--- src/rtl/popcount16.sv ---
// Combinational population count of a 16-bit word (0..16).
module popcount16 (
  input  logic [15:0] data,
  output logic [4:0]  count
);

  always_comb begin
    count = '0;
    for (int i = 0; i < 16; i++) begin
      count = count + 5'(data[i]);
    end
  end

endmodule

--- config.mk ---
export PLATFORM = sky130hd
export DESIGN_NAME = popcount16
export DESIGN_NICKNAME = d
export VERILOG_FILES = /design/src/rtl/popcount16.sv
export SDC_FILE = /design/constraint.sdc
export NUM_CORES = 1
export LEC_CHECK = 0
export ABC_AREA = 1
export BUFFER_PORTS_ARGS = -buffer_cell sky130_fd_sc_hd__buf_2
export CORE_MARGIN = 3
export CORE_UTILIZATION = 30
export DETAILED_ROUTE_END_ITERATION = 8
export GPL_TIMING_DRIVEN = 0
export MAX_ROUTING_LAYER = met4
export SYNTH_ARGS = -nofsm -noshare
export SYNTH_HDL_FRONTEND = slang
export SYNTH_SLANG_ARGS = --single-unit
--- constraint.sdc ---
create_clock -name vclk -period 7.2
set_input_delay 1.44 -clock vclk [all_inputs]
set_output_delay 1.44 -clock vclk [all_outputs]
set_load 0.02 [all_outputs]
; Word-level counts from Yosys, hierarchy flattened
; Index checks and enable logic that the tools add are counted.
[classes]
shift = 0
add_sub_neg = 15
order_cmp = 0
n_mul = 0
n_mux = 0
reduce_logical = 0
n_div = 0
n_bitwise = 0
eq_ne = 0
[ops]
columns = op, count
row1 = adder 5 x 1 -> 5 bit, 11
row2 = adder 4 x 1 -> 5 bit, 1
row3 = adder 3 x 1 -> 4 bit, 1
row4 = adder 2 x 1 -> 3 bit, 1
row5 = adder 1 x 1 -> 2 bit, 1
[totals]
ff_bits = 0
latch_bits = 0
word_cells = 15
out_inout_bits = 5
ramBits = 0
in_bits = 16
n_memories = 0
rom_bits = 0

; Depth between registers and ports, before layout
[logic_depth]
ltp_word = 15
ltp_mapped = 13
ltp_nobuf = 13

; Worst setup path after synthesis
; Ideal clock, no wire load.
[synth_timing]
path_kind = input -> output
startpoint = input data[0]
endpoint = output count[2]
cell_stages = 10
t_arrival_ns = 4.527
slack_ns = 1.233
t_required_ns = 5.760
path_buffers = 0
path_cell_list = inv_1 > fa_1 > fa_1 > fa_1 > fa_1 > inv_1 > ha_1 > inv_1 > fa_1 > xnor2_1
[synth_via]
elab_chain_len = 15
[synth_lines]
columns = item, line_no
row1 = from (decl), 3  ; input logic [15:0] data,
row2 = adder 1 x 1 -> 2 bit, 10  ; count = count + 5'(data[i]);
row3 = adder 2 x 1 -> 3 bit, 10
row4 = adder 3 x 1 -> 4 bit, 10
row5 = adder 4 x 1 -> 5 bit, 10
row6 = adder 5 x 1 -> 5 bit (11 in series), 10
row7 = to (decl), 4  ; output logic [4:0] count
; No other way between the ends.

; Worst setup path after layout
; Same ends and word-level chain as after synthesis.

==> results.cfg <==
[cells_and_area]
n_clock_buffer = 0
drive_gt1_frac = 0.2727
fillers = 151
seqCellArea_um2 = 0
seq_cells = 0
area_growth_pct = 28.86
finish.instance_area_um2 = 553.0
layoutNonFillerInstCount = 92
antenna_cells = 0
final_nets = 110

[clock_tree]
post_cts_buffers = 0
holdBufCountCts = 0
post_cts_resized = 0

[critical_path]
critPathCaptureType = output pin
critPathKind = primary input to output pin
critPathMaxStageDelay_ns = 0.56
path_cells = buf_2 > inv_1 > fa_1 > fa_1 > fa_1 > fa_1 > inv_1 > ha_1 > inv_1 > fa_1 > xnor2_1 > buf_2
required_ns = 5.76
cp_slowest_cell = fa_1
path_buf_inv = 5
cp_max_fo = 3
cp_top_family = adder cells
startpoint_type = primary input
arrival_ns = 4.65
crit_top_cell = fa_1

[global_routing]
antenna_found_initial = 0
track_usage = 0.07625
grt_max_degree = 6
grt.overflow.total = 0
grt_pass1_wl_um = 1186
grt_pass1_vias = 314

[logic_synthesis]
syn_area_per_cell_um2 = 7.664
yosys.area.top_type = fa_1
synth_area_leaders = fa_1 47%, inv_1 25%, ha_1 15%, nand2_1 4.4%, nand3_1 3.5%
ys_top_cells_by_count = 29 x inv_1, 10 x fa_1, 5 x ha_1, 5 x nand2_1, 3 x nand3_1
synthesis.nets = 87
synth.distinct_cells = 9
yosysMostFrequentCell = inv_1
syn_inst = 56
yosysTopAreaCellShare = 0.4665
ys_seq_area_frac = 0
yosys_warnings = 0
syn_area_um2 = 429.2

[floorplan]
die_w_um = 43.82
initial_utilization = 0.3257
ioPinCount = 21
die-area_um2 = 1920
core-area_um2 = 1318
die_h_um = 43.82
rows = 13

[routing]
ant_nets = 0
wl_per_cell_um = 7.043
drtIter0Drc = 2
drt-vias-per-instance = 3.761
dr.pass1.iters = 2
totalWireLength_um = 648
vias = 346
post-route-drc-count = 0

[sta]
drv_slew = 0
final-hold-violation-count = 0
period_minus_slack_ns = 6.090
fmax_ghz = 0.1642
max_slew_margin = 0.8913
worstMarginPinSlew_ns = 0.1630
setup_viol = 0
tns_ns = 0
finalCritPeriodShare = 0.8458
rsz0062_at_grt = no

[hold_path]
holdCritPathClass = primary input to output pin

[run]
max-cap-violations = 0

[power_and_ir_drop]
p_sw_frac = 0.5982
intPower_mw = 0.07270
vdd_drop_max_uv = 257.7
p_clk_frac = 0
power.switching_mw = 0.1082
seq_power_share = 0
leakage_nw = 0.3661
pwr-share-comb = 1.000
cellPowerDensity_nw_per_um2 = 327.2

[placement]
hpwl_um = 623.4
dp.cells = 92
gp_congestion = 0.7199
port_buffers = 21
placed_cell_area_um2 = 553.0

[outcome]
outcome = finished, final reports clean
[path summary, 6_finish.rpt]
check | from | end | slack (ns) | cells past startpoint
min | data[2] | count[0] | 3.23 | 3
max | data[0] | count[2] | 1.11 | 12
[power groups by stage]
stage	Sequential (mW)	Combinational (mW)	Clock, mW
after global placement	0	0.180	0
after CTS	0	0.185	0
after global routing	0	0.207	0
after floorplan	0	0.138	0
final	0	0.181	0
after detailed placement	0	0.183	0
[cell type report]
class                      instances  area (um^2)  area share
multi-input combinational         27        320.3      0.5792
inverter                          29        108.9      0.1968
timing repair buffer              21        105.1      0.1900
tap                               15        18.77     0.03394
[kinds of logic (layout without fill, tap and decap cells)]
| family | Yosys count | count (layout) | synth area share |
|---|---|---|---|
| AO/OA/AOI/OAI | 2 | 2 | 0.02624 |
| XOR/XNOR | 1 | 1 | 0.02041 |
| adder cells (fa/ha/maj) | 15 | 15 | 0.6122 |
| buffers and inverters | 29 | 50 | 0.2536 |
| AND/OR/NAND/NOR | 9 | 9 | 0.08745 |
[cells in the final DEF (no fill, tap or decap), drive strengths merged]
| cell | count |
|---|---|
| a21oi | 1 |
| buf | 21 |
| fa | 10 |
| ha | 5 |
| inv | 29 |
| nand2 | 5 |
| nand3 | 3 |
| nor2 | 1 |
| o22ai | 1 |
| xnor2 | 1 |
[per-layer routing]
metal  track usage  vias to the layer above  routed length [um]  share of wire
li1              -                      194                   -              -
met1        0.1205                      141                 300           0.46
met2        0.1134                       11                 290           0.45
met3      0.004149                        0                  57          0.088
met4             0                        0                   0              0
met5             -                        -                   0              0
[stage by stage]
step / hold slack (ns) / util / setup WS, ns / power [mW]
after CTS: 3.232 / 0.4198 / 1.096 / 0.1846
after detailed placement: 3.234 / 0.4198 / 1.118 / 0.1835
after global placement: 3.217 / 0.4198 / 1.123 / 0.1800
after global routing: 3.240 / 0.4198 / 0.9655 / 0.2069
final: 3.229 / 0.4198 / 1.110 / 0.1809
after floorplan: 3.090 / - / 1.233 / 0.1381
(Power assumes the default switching activity.)
